### config.mk
export PLATFORM = sky130hd
export DESIGN_NAME = seg_scan_decoder
export DESIGN_NICKNAME = d
export VERILOG_FILES = /design/src/rtl/seg_pkg.sv /design/src/rtl/seg_pattern_decode.sv /design/src/rtl/seg_scan_decoder.sv
export SDC_FILE = /design/constraint.sdc
export NUM_CORES = 1
export LEC_CHECK = 0
export ABC_AREA = 0
export BUFFER_PORTS_ARGS = -buffer_cell sky130_fd_sc_hd__buf_2
export CAP_MARGIN = 0
export CORE_UTILIZATION = 50
export CTS_CLUSTER_SIZE = 8
export DETAILED_ROUTE_END_ITERATION = 10
export PLACE_DENSITY = 0.68
export SETUP_SLACK_MARGIN = 0.05
export SKIP_CTS_REPAIR_TIMING = 1
export SLEW_MARGIN = 20
export SYNTH_ARGS = -nofsm -noshare
export SYNTH_HDL_FRONTEND = slang
export SYNTH_SLANG_ARGS = --single-unit
### constraint.sdc
create_clock -name clk -period 6.1 [get_ports clk]
set_input_delay 1.22 -clock clk [delete_from_list [all_inputs] [get_ports clk]]
set_output_delay 1.22 -clock clk [all_outputs]
set_load 0.01 [all_outputs]
### src/rtl/seg_pkg.sv
// seg_pkg
// Shared constants for the seven-segment scan decoder:
//   - active-low segment patterns for the digits 0..9 (bit6=a ... bit0=g)
//   - active-low anode patterns for the four digit positions and for blanking
//   - state type of the frame-assembly FSM
package seg_pkg;

    localparam logic [6:0] SEG_0 = 7'b0000001;
    localparam logic [6:0] SEG_1 = 7'b1001111;
    localparam logic [6:0] SEG_2 = 7'b0010010;
    localparam logic [6:0] SEG_3 = 7'b0000110;
    localparam logic [6:0] SEG_4 = 7'b1001100;
    localparam logic [6:0] SEG_5 = 7'b0100100;
    localparam logic [6:0] SEG_6 = 7'b0100000;
    localparam logic [6:0] SEG_7 = 7'b0001111;
    localparam logic [6:0] SEG_8 = 7'b0000000;
    localparam logic [6:0] SEG_9 = 7'b0000100;

    localparam logic [3:0] AN_DIGIT0 = 4'b1110;
    localparam logic [3:0] AN_DIGIT1 = 4'b1101;
    localparam logic [3:0] AN_DIGIT2 = 4'b1011;
    localparam logic [3:0] AN_DIGIT3 = 4'b0111;
    localparam logic [3:0] AN_BLANK  = 4'b1111;

    typedef enum logic [1:0] {
        ST_IDLE    = 2'd0,
        ST_COLLECT = 2'd1,
        ST_CONVERT = 2'd2
    } state_t;

endpackage

### src/rtl/seg_pattern_decode.sv
// seg_pattern_decode
// Purely combinational seven-segment pattern to BCD digit decoder.
// Ports:
//   pattern_i  [6:0]  active-low segment pattern, bit6=a ... bit0=g
//   digit_o    [3:0]  decoded digit 0..9 (0 when the pattern is illegal)
//   legal_o           1 when pattern_i is one of the ten digit patterns
module seg_pattern_decode
    import seg_pkg::*;
(
    input  logic [6:0] pattern_i,
    output logic [3:0] digit_o,
    output logic       legal_o
);

    always_comb begin
        digit_o = 4'd0;
        legal_o = 1'b1;
        case (pattern_i)
            SEG_0:   digit_o = 4'd0;
            SEG_1:   digit_o = 4'd1;
            SEG_2:   digit_o = 4'd2;
            SEG_3:   digit_o = 4'd3;
            SEG_4:   digit_o = 4'd4;
            SEG_5:   digit_o = 4'd5;
            SEG_6:   digit_o = 4'd6;
            SEG_7:   digit_o = 4'd7;
            SEG_8:   digit_o = 4'd8;
            SEG_9:   digit_o = 4'd9;
            default: legal_o = 1'b0;
        endcase
    end

endmodule

### src/rtl/seg_scan_decoder.sv
// seg_scan_decoder
// Recovers the 4-digit decimal value shown on a multiplexed, active-low
// seven-segment display by watching its anode and cathode lines.
// Ports:
//   clk        system clock, rising edge
//   reset      synchronous, active-high
//   an   [3:0] anodes, active-low (1110 = ones digit ... 0111 = thousands)
//   seg  [6:0] cathodes, active-low, bit6=a ... bit0=g
//   number [13:0] binary value of the last complete frame, 0..9999
//   valid      one-cycle pulse when number is updated
//   digit_err  one-cycle pulse on an illegal anode or segment pattern
// Parameter STABLE_CYCLES (2..255): identical samples needed to accept a phase.
// Optional build macro SEG_SCAN_CHANGE_ONLY_EN: valid pulses only when the
// converted value differs from number, or on the first frame after reset.
//
// state    | meaning
// ---------+-------------------------------------------------------------
// IDLE     | waiting for an accepted digit0 to start a frame
// COLLECT  | digits 0..exp-1 stored, waiting for digit exp
// CONVERT  | four-step BCD to binary multiply-accumulate, accepts ignored
module seg_scan_decoder
    import seg_pkg::*;
#(
    parameter int unsigned STABLE_CYCLES = 4
) (
    input  logic        clk,
    input  logic        reset,
    input  logic [3:0]  an,
    input  logic [6:0]  seg,
    output logic [13:0] number,
    output logic        valid,
    output logic        digit_err
);

    localparam logic [7:0] STABLE_MAX = 8'(STABLE_CYCLES);

    logic [3:0]  an_q;
    logic [6:0]  seg_q;
    logic [7:0]  stable_q, stable_d;
    logic        accept_q, accept_d;

    state_t      state_q, state_d;
    logic [1:0]  exp_q, exp_d;
    logic [3:0][3:0] digits_q, digits_d;
    logic [1:0]  step_q, step_d;
    logic [13:0] acc_q, acc_d;
    logic [13:0] number_q, number_d;
    logic        valid_q, valid_d;
    logic        err_q, err_d;

    logic        an_blank, an_bad;
    logic [1:0]  an_idx;
    logic [3:0]  seg_digit;
    logic        seg_legal;
    logic        take;
    logic [1:0]  conv_idx;
    logic [13:0] mac;

    // Comparing the incoming lines with the sample register is the same as
    // comparing the next sample with the current one, so stable_q always
    // describes the value currently held in an_q/seg_q.
    always_comb begin
        stable_d = stable_q;
        if ({an, seg} != {an_q, seg_q}) begin
            stable_d = 8'd0;
        end else if (stable_q != STABLE_MAX) begin
            stable_d = stable_q + 8'd1;
        end
        accept_d = (stable_d == STABLE_MAX) && (stable_q != STABLE_MAX);
    end

    always_ff @(posedge clk) begin
        if (reset) begin
            an_q     <= '1;
            seg_q    <= '1;
            stable_q <= 8'd0;
            accept_q <= 1'b0;
        end else begin
            an_q     <= an;
            seg_q    <= seg;
            stable_q <= stable_d;
            accept_q <= accept_d;
        end
    end

    always_comb begin
        an_blank = 1'b0;
        an_bad   = 1'b0;
        an_idx   = 2'd0;
        case (an_q)
            AN_DIGIT0: an_idx = 2'd0;
            AN_DIGIT1: an_idx = 2'd1;
            AN_DIGIT2: an_idx = 2'd2;
            AN_DIGIT3: an_idx = 2'd3;
            AN_BLANK:  an_blank = 1'b1;
            default:   an_bad = 1'b1;
        endcase
    end

    seg_pattern_decode u_decode (
        .pattern_i (seg_q),
        .digit_o   (seg_digit),
        .legal_o   (seg_legal)
    );

`ifdef SEG_SCAN_CHANGE_ONLY_EN
    logic first_q;

    always_ff @(posedge clk) begin
        if (reset) begin
            first_q <= 1'b1;
        end else if (state_q == ST_CONVERT && step_q == 2'd3) begin
            first_q <= 1'b0;
        end
    end
`endif

    assign take = accept_q && !an_blank;

    // acc is cleared on entry to CONVERT, so step 0 (acc*10 + d3) yields d3
    // and every step can share the same multiply-accumulate.
    assign conv_idx = 2'd3 - step_q;
    assign mac      = (acc_q * 14'd10) + {10'd0, digits_q[conv_idx]};

    always_comb begin
        state_d  = state_q;
        exp_d    = exp_q;
        digits_d = digits_q;
        step_d   = step_q;
        acc_d    = acc_q;
        number_d = number_q;
        valid_d  = 1'b0;
        err_d    = 1'b0;
        case (state_q)
            ST_IDLE: begin
                if (take) begin
                    if (an_bad || !seg_legal) begin
                        err_d = 1'b1;
                    end else if (an_idx == 2'd0) begin
                        digits_d[0] = seg_digit;
                        exp_d       = 2'd1;
                        state_d     = ST_COLLECT;
                    end
                end
            end
            ST_COLLECT: begin
                if (take) begin
                    if (an_bad || !seg_legal) begin
                        err_d   = 1'b1;
                        state_d = ST_IDLE;
                    end else if (an_idx == exp_q) begin
                        digits_d[an_idx] = seg_digit;
                        exp_d            = exp_q + 2'd1;
                        if (an_idx == 2'd3) begin
                            state_d = ST_CONVERT;
                            step_d  = 2'd0;
                            acc_d   = 14'd0;
                        end
                    end else if (an_idx == 2'd0) begin
                        digits_d[0] = seg_digit;
                        exp_d       = 2'd1;
                    end else begin
                        state_d = ST_IDLE;
                    end
                end
            end
            ST_CONVERT: begin
                acc_d  = mac;
                step_d = step_q + 2'd1;
                if (step_q == 2'd3) begin
                    number_d = mac;
                    state_d  = ST_IDLE;
`ifdef SEG_SCAN_CHANGE_ONLY_EN
                    valid_d  = first_q || (mac != number_q);
`else
                    valid_d  = 1'b1;
`endif
                end
            end
            default: state_d = ST_IDLE;
        endcase
    end

    always_ff @(posedge clk) begin
        if (reset) begin
            state_q  <= ST_IDLE;
            exp_q    <= 2'd0;
            digits_q <= '0;
            step_q   <= 2'd0;
            acc_q    <= 14'd0;
            number_q <= 14'd0;
            valid_q  <= 1'b0;
            err_q    <= 1'b0;
        end else begin
            state_q  <= state_d;
            exp_q    <= exp_d;
            digits_q <= digits_d;
            step_q   <= step_d;
            acc_q    <= acc_d;
            number_q <= number_d;
            valid_q  <= valid_d;
            err_q    <= err_d;
        end
    end

    assign number    = number_q;
    assign valid     = valid_q;
    assign digit_err = err_q;

endmodule

==> results.yml, run 1 <==
status:
  outcome: "finished, final reports clean"
setup_path:
  crit_fanout: 5
  required_ns: 6.36
  cp.arrival_ns: 3.34
  cp-end-kind: "register"
  worstSetupPathType: "reg -> reg"
  crit_path_start_kind: "register"
timing:
  clock_skew_ns: 0.0112
  hold_viol: 0
  period_share_pct: 50.5
  setup_tns_ns: 0
  min_period_ns: 3.08
  clock.fmax_mhz: 324
  holdWs_ns: 0.452
  setup_viol: 0
  max-slew-margin-rel_pct: 44.6
  rsz0062_at_grt: "false"
  worst_pin_slew_ns: 0.832
  setup_ws_ns: 3.02
  maxSlewViolCount: 0
final_layout:
  multi_input_area_mm2: 0.00254
  fill_cells: 705
  drive_gt1_share_pct: 18.5
  syn_to_final_growth_pct: 8.35
  ff_latch_area_mm2: 0.00142
  num-nets-final: 511
  n_antenna_cell: 0
global_routing:
  grt_usage_pct: 21.3
  grt_pass1_wl_um: 14600
  grt_max_degree: 46
  grt_pass1_vias: 3199
  grt_overflow_total: 0
  antenna_found_initial: 0
logic_synthesis:
  yosysSeqAreaShare_pct: 34.1
  synth_cell_types: 71
  avgSynthCellArea_um2: 9.16
  synthFlopType: "dfxtp_1"
  yosysMostFrequentCell: "dfxtp_1"
  yosys_register_bits: 71
  synth-edff-count: 0
  ys.warnings.count: 0
  synth.area.top_cells: "dfxtp_1 (34%), ha_1 (7.5%), xor2_1 (4.6%)"
  netlist_area_mm2: 0.00417
  netlist.area_leader.share_pct: 34.1
  synthTopCellsByCount: "dfxtp_1 (71), nor2_1 (44), nand2_1 (36), ha_1 (25), xor2_1 (22)"
  syn_nets: 495
  synthArstFlopShare_pct: 0
  netlist_instances: 455
  synth_top_area_cell: "dfxtp_1"
place:
  dp_worst_setup_slack_ns: 3.05
  hpwlAfterDp_um: 6170
  port_buffers: 28
  place.gp.congestion: 0.848
floorplanning:
  core_mm2: 0.00789
  die-width_um: 93.3
  ioPinCount: 29
  start_util_pct: 52.8
  die_h_um: 93.3
  die-area_mm2: 0.00870
  rows: 32
worst_hold_path:
  holdCritPathClass: "reg -> reg"
route:
  drc: 0
  drt-total-wl_um: 8310
  ant_nets: 0
  viasPerCell: 5.65
  vias: 3258
  avgRoutedWirePerCell_um: 14.4
  drtIter0Drc: 109
  dr.pass1.iters: 4
power:
  max-vdd-ir-drop_v: 0.000164
  p_leak_nw: 1.86
  p_per_area_mw_per_mm2: 218
clock_network:
  cts_buffer_depth: 2
  clk_latency_ns: 0.35
  cts.sinks: 71
  clk_pin_slew_worst_paths_ns: 0.08
  tritoncts: "built"
  h-tree-depth: 3
  clockRootBuffer: "clkbuf_8"
  numCtsBuffers: 9
job:
  drv_cap: 0
placed cells by master, fill, tap and decap left out, types with 11 or more instances in the layout:
cell type / n
dfxtp_1: 71
nor2_1: 44
nand2_1: 36
buf_2: 28
ha_1: 25
xor2_1: 22
a21oi_1: 21
nor3_1: 17
xnor2_1: 14
o21ai_0: 14
or2_2: 14
mux2i_1: 13
clkbuf_8: 11
state kept, by name (all words and copies together) (netlist names):
register and flops:
acc_q 13, seg_q 7, accept_q 1, an_q 4, digits_q 16, stable_q 8, exp_q 2, state_q 2
number 14, valid 1, step_q 2, digit_err 1
metrics by stage:
step                      cell area (um^2)  utilization, %  total power [mW]  instances
after floorplan                       4170               -             0.525        455
after CTS                             4520            57.2             0.991        577
after global routing                  4520            57.2              1.02        577
after global placement                4270            54.1             0.528        562
final                                 4520            57.2             0.985        577
after detailed placement              4270            54.1             0.530        562
power breakdown:
group	switching (mW)	internal, mW	total (mW)
Combinational	0.0216	0.0179	0.0395
Sequential	0.0125	0.467	0.480
Clock	0.173	0.292	0.466
Total	0.208	0.777	0.985
worst paths after layout:
kind              startpoint          to  slack [ns]  depth (start not counted)
setup / recovery    acc_q[1]  number[13]        3.02                         10
hold / removal     number[4]   number[4]        0.45                          2
setup reg to reg    acc_q[1]  number[13]        3.02                         10
hold reg to reg    number[4]   number[4]        0.45                          2
critical path, cell delays in order (launching register included):
cell and delay, ns:
dfxtp_1 0.40, ha_1 0.26, ha_1 0.24, fa_1 0.42, a211oi_2 0.36, o21bai_1 0.16, a31o_1 0.26, nor4_2 0.33
nand4b_1 0.16, xor2_1 0.18, a211oi_2 0.22
layout make-up:
type | count | share of cell area (%)
clock buffers | 12 | 3.44
clock inverters | 3 | 2.00
inverters | 10 | 0.831
multi-input cells | 350 | 56.2
flip-flops and latches | 71 | 31.5
well taps | 102 | 2.83
repair buffers | 29 | 3.27
layer usage:
layer	vias up	GRT usage [%]	routed length, um
li1	1669	-	-
met1	1526	26.8	4040
met2	51	35.5	3890
met3	12	4.63	265
met4	0	7.82	112
met5	-	0	0
logic make-up after synthesis:
group | synth area share, %
buffers and inverters | 5.04
AO/OA/AOI/OAI | 15.9
flip-flops | 34.1
AND/OR/NAND/NOR | 22.6
multiplexers | 6.09
XOR/XNOR | 7.57
adder cells (fa/ha/maj) | 8.71
Power figures use the tool's default switching activity.
==> run 2, diff against run 1 <==
PLACE_DENSITY = 0.71   (was 0.68)
clock period = 2.59 ns   (was 6.1 ns; I/O delays follow)
==> results.yml, run 2 (same netlist as run 1, synthesis figures left out) <==
status:
  outcome: "finished with violations"
  violations: "negative setup slack"
floorplanning:
  start_util_pct: 52.8
  die-area_mm2: 0.00870
  die_h_um: 93.3
  rows: 32
  die-width_um: 93.3
  core_mm2: 0.00789
  ioPinCount: 29
timing:
  worst_pin_slew_ns: 0.632
  hold_viol: 0
  setup_ws_ns: -0.229
  min_period_ns: 2.82
  setup_viol: 9
  clock.fmax_mhz: 355
  rsz0062_at_grt: "true"
  clock_skew_ns: 0.00797
  maxSlewViolCount: 0
  period_share_pct: 109
  max-slew-margin-rel_pct: 57.9
global_routing:
  grt_use_met2_pct: 37.9
  grt_overflow_total: 0
  grt_usage_pct: 21.5
  grt_pass1_vias: 3282
  grt.busiest_layer: "met2"
  antenna_found_initial: 0
  met1_usage_pct: 26.8
  grt_max_degree: 34
  grt_pass1_wl_um: 14800
  met3_usage_pct: 3.90
place:
  port_buffers: 28
  place.gp.congestion: 0.872
  hpwlAfterDp_um: 6470
  dpl_cell_area_mm2: 0.00449
setup_path:
  cp-startpoint: "acc_q[3]"
  cp-end-kind: "register"
  required_ns: 2.85
  worstSetupPathType: "reg -> reg"
  crit_path_start_kind: "register"
  cp.arrival_ns: 3.08
  r2r-start: "acc_q[3]"
  crit_fanout: 4
final_layout:
  stdcell_area_mm2: 0.00487
  syn_to_final_growth_pct: 16.9
  postLayoutCoreUtil_pct: 61.8
  final_cell_mix: "dfxtp_1 (68), nor2_1 (44), nand2_1 (35)"
  top_register: "digits_q"
  final_common_cell: "dfxtp_1"
  n_antenna_cell: 0
  drive_gt1_share_pct: 28.2
  largest_reg_flops: 16
  num-nets-final: 542
clock_network:
  tritoncts: "built"
  clk_latency_ns: 0.34
  clockRootBuffer: "clkbuf_8"
  cts.sinks: 71
  cts_buffer_depth: 2
  h-tree-depth: 3
  numCtsBuffers: 9
  clk_pin_slew_worst_paths_ns: 0.08
route:
  dr.pass1.iters: 4
  ant_nets: 0
  viasPerCell: 5.71
  drt-total-wl_um: 9430
  drc: 0
  drtIter0Drc: 136
  avgRoutedWirePerCell_um: 15.5
  vias: 3479
power:
  max-vdd-ir-drop_v: 0.000313
  p_leak_nw: 2.01
  p_per_area_mw_per_mm2: 437
job:
  drv_cap: 0
worst_hold_path:
  holdCritPathClass: "in -> reg"
  hold_start: "seg[6]"
## run 2: changes by cell type in the layout (fill, tap and decap cells not counted), sizes merged
| cell | previous run | this run |
|---|---|---|
| bufinv | 3 | 1 |
| clkinv | 1 | 4 |
| buf | 29 | 60 |
## run 2: worst max-delay path, cell delays in order (launching register included)
cell and delay, ns:
dfxtp_2 0.35, ha_4 0.24, ha_4 0.16, fa_2 0.37, a211oi_4 0.37, o21bai_2 0.13, a31o_1 0.26, nor4_4 0.33
nand4b_1 0.18, xor2_1 0.18, a211oi_2 0.19
## run 2: layer usage
layer / part of all wire, % / wire length [um]
met4: 1.2 / 112
met5: 0 / 0
met2: 50 / 4690
met3: 4.5 / 423
met1: 45 / 4200
## run 2: power breakdown
group	leakage [nW]	internal (mW)	switching (mW)	total, mW
Sequential	0.576	1.10	0.0242	1.12
Combinational	1.33	0.0510	0.0591	0.110
Clock	0.100	0.468	0.425	0.893
## run 2: metrics by stage
| step | power, mW | setup TNS [ns] | instances | worst slack (ns) | hold slack [ns] |
|---|---|---|---|---|---|
| 2_1_floorplan | 1.24 | 0 | 455 | 0.0367 | 0.435 |
| 4_1_cts | 2.13 | -0.365 | 605 | -0.131 | 0.375 |
| 6_report | 2.13 | -1.30 | 609 | -0.229 | 0.385 |
| 3_5_place_dp | 1.26 | -0.204 | 589 | -0.0767 | 0.449 |
| 5_1_grt | 2.20 | -2.42 | 609 | -0.360 | 0.380 |
| 3_3_place_gp | 1.25 | -0.0455 | 589 | -0.0244 | 0.442 |
## run 2: path summary, 6_finish.rpt
check / slack (ns) / end / cells past startpoint
max: -0.23 / number[13] / 10
min: 0.38 / seg_q[6] / 2
max reg2reg: -0.23 / number[13] / 10
min reg2reg: 0.46 / number[3] / 2
## run 2: layout make-up
type / count / area, um^2
clock buffers: 12 / 145
clock inverters: 4 / 45.0
fillers: 651 / 3020
inverters: 10 / 37.5
multi-input cells: 350 / 2700
flip-flops and latches: 71 / 1430
well taps: 102 / 128
repair buffers: 60 / 393
==> run 3, diff against run 2 <==
PLACE_DENSITY = unset   (was 0.71)
PLACE_DENSITY_LB_ADDON = 0.12   (was unset)
SKIP_LAST_GASP = 1   (was unset)
==> results.yml, run 3 (same netlist as run 1, synthesis figures left out) <==
status:
  outcome: "finished with violations"
  violations: "negative setup slack"
clock_network:
  clk_latency_ns: 0.34
  cts.sinks: 71
  cts_buffer_depth: 2
  numCtsBuffers: 9
  clockRootBuffer: "clkbuf_8"
  h-tree-depth: 3
  clk_pin_slew_worst_paths_ns: 0.08
  tritoncts: "built"
job:
  drv_cap: 0
setup_path:
  cp-end-kind: "register"
  r2r_end: "number[12]"
  crit_end: "number[12]"
  r2r_setup_slack_ns: -0.15
  crit_path_start_kind: "register"
  crit_fanout: 5
  rr_worst_depth: 10
  cp-startpoint: "acc_q[3]"
  required_ns: 2.79
  r2r-start: "acc_q[3]"
  worstSetupPathType: "reg -> reg"
  cp.arrival_ns: 2.95
floorplanning:
  start_util_pct: 52.8
  die-area_mm2: 0.00870
  die_h_um: 93.3
  die-width_um: 93.3
  ioPinCount: 29
  core_mm2: 0.00789
  rows: 32
final_layout:
  final_common_cell: "dfxtp_1"
  postLayoutCoreUtil_pct: 60.9
  syn_to_final_growth_pct: 15.3
  top_register: "digits_q"
  final_cell_mix: "dfxtp_1 (65), nor2_1 (43), nand2_1 (36)"
  instances_no_fill: 603
  fill_cells: 694
  drive_gt1_share_pct: 26.9
  num-nets-final: 537
  largest_reg_flops: 16
  n_antenna_cell: 0
timing:
  period_share_pct: 106
  hold_viol: 0
  min_period_ns: 2.74
  setup_ws_ns: -0.153
  setup_viol: 7
  worst_pin_slew_ns: 0.585
  clock.fmax_mhz: 365
  rsz0062_at_grt: "true"
  clock_skew_ns: 0.00952
  max-slew-margin-rel_pct: 61.0
  maxSlewViolCount: 0
global_routing:
  grt_max_degree: 30
  grt_pass1_wl_um: 15300
  grt_usage_pct: 22.4
  antenna_found_initial: 0
  grt_pass1_vias: 3303
  grt_overflow_total: 0
route:
  ant_nets: 0
  avgRoutedWirePerCell_um: 15.1
  vias: 3384
  viasPerCell: 5.61
  drc: 0
  drt-total-wl_um: 9120
  drtIter0Drc: 110
  dr.pass1.iters: 6
power:
  p_per_area_mw_per_mm2: 446
  p_leak_nw: 1.98
  max-vdd-ir-drop_v: 0.000342
place:
  hpwlAfterDp_um: 6650
  place.gp.congestion: 0.836
  port_buffers: 28
  place_inst: 586
worst_hold_path:
  holdCritPathClass: "in -> reg"
## run 3: changes by cell type in the layout (fill, tap and decap cells not counted), moves of 2 or more
cell	delta
dfxtp_1	-3
buf_4	-5
ha_1	+3
dfxtp_2	+2
clkinv_2	-2
ha_2	-2
a211oi_1	+2
## run 3: how the worst min path moves through the flow
stage	cells after the start	startpoint	slack (ns)	endpoint
finish	2	seg[1]	0.38	seg_q[1]
detailed placement	2	number[1]	0.44	number[1]
floorplan	2	digits_q[5]	0.44	digits_q[5]
global placement	2	number[4]	0.44	number[4]
global route	2	seg[1]	0.37	seg_q[1]
CTS	2	seg[1]	0.38	seg_q[1]
## run 3: layout make-up
cell class	count	area (um^2)	area share [%]
Clock buffer	12	155	3.23
Clock inverter	3	42.5	0.885
Inverter	10	37.5	0.781
Multi-Input combinational cell	350	2660	55.3
Sequential cell	71	1430	29.8
Tap cell	102	128	2.66
Timing Repair Buffer	55	355	7.40
## run 3: where the power goes
part | leakage [nW] | total, mW | switching [mW] | internal (mW)
clock | 0.0985 | 0.911 | 0.419 | 0.492
sequential | 0.578 | 1.13 | 0.0267 | 1.10
combinational | 1.30 | 0.107 | 0.0571 | 0.0499
total | 1.98 | 2.14 | 0.503 | 1.64
## run 3: metrics by stage
stage	power [mW]	TNS, ns	setup slack, ns	hold slack (ns)	instance area [um^2]
4_1_cts	2.15	-1.05	-0.214	0.376	4670
5_1_grt	2.22	-1.80	-0.299	0.372	4800
3_5_place_dp	1.25	-0.714	-0.180	0.444	4470
3_3_place_gp	1.25	-0.137	-0.0566	0.440	4470
6_report	2.14	-0.583	-0.153	0.383	4800
2_1_floorplan	1.24	0	0.0367	0.435	4200
## run 3: worst max-delay path: stages, from the launching register on
cell	delay, ns
dfxtp_4	0.37
ha_4	0.22
ha_4	0.16
fa_2	0.37
a211oi_4	0.32
o21bai_2	0.13
a31o_1	0.26
nor4_4	0.28
nand3b_1	0.18
xnor2_2	0.23
a211oi_2	0.09
## run 3: metal layers
layer	part of all wire [%]	vias up	track usage (%)
met2	49	59	38.4
met4	1.1	0	6.03
met3	3.6	11	4.96
met1	46	1602	28.3
li1	-	1712	-
met5	0	-	0
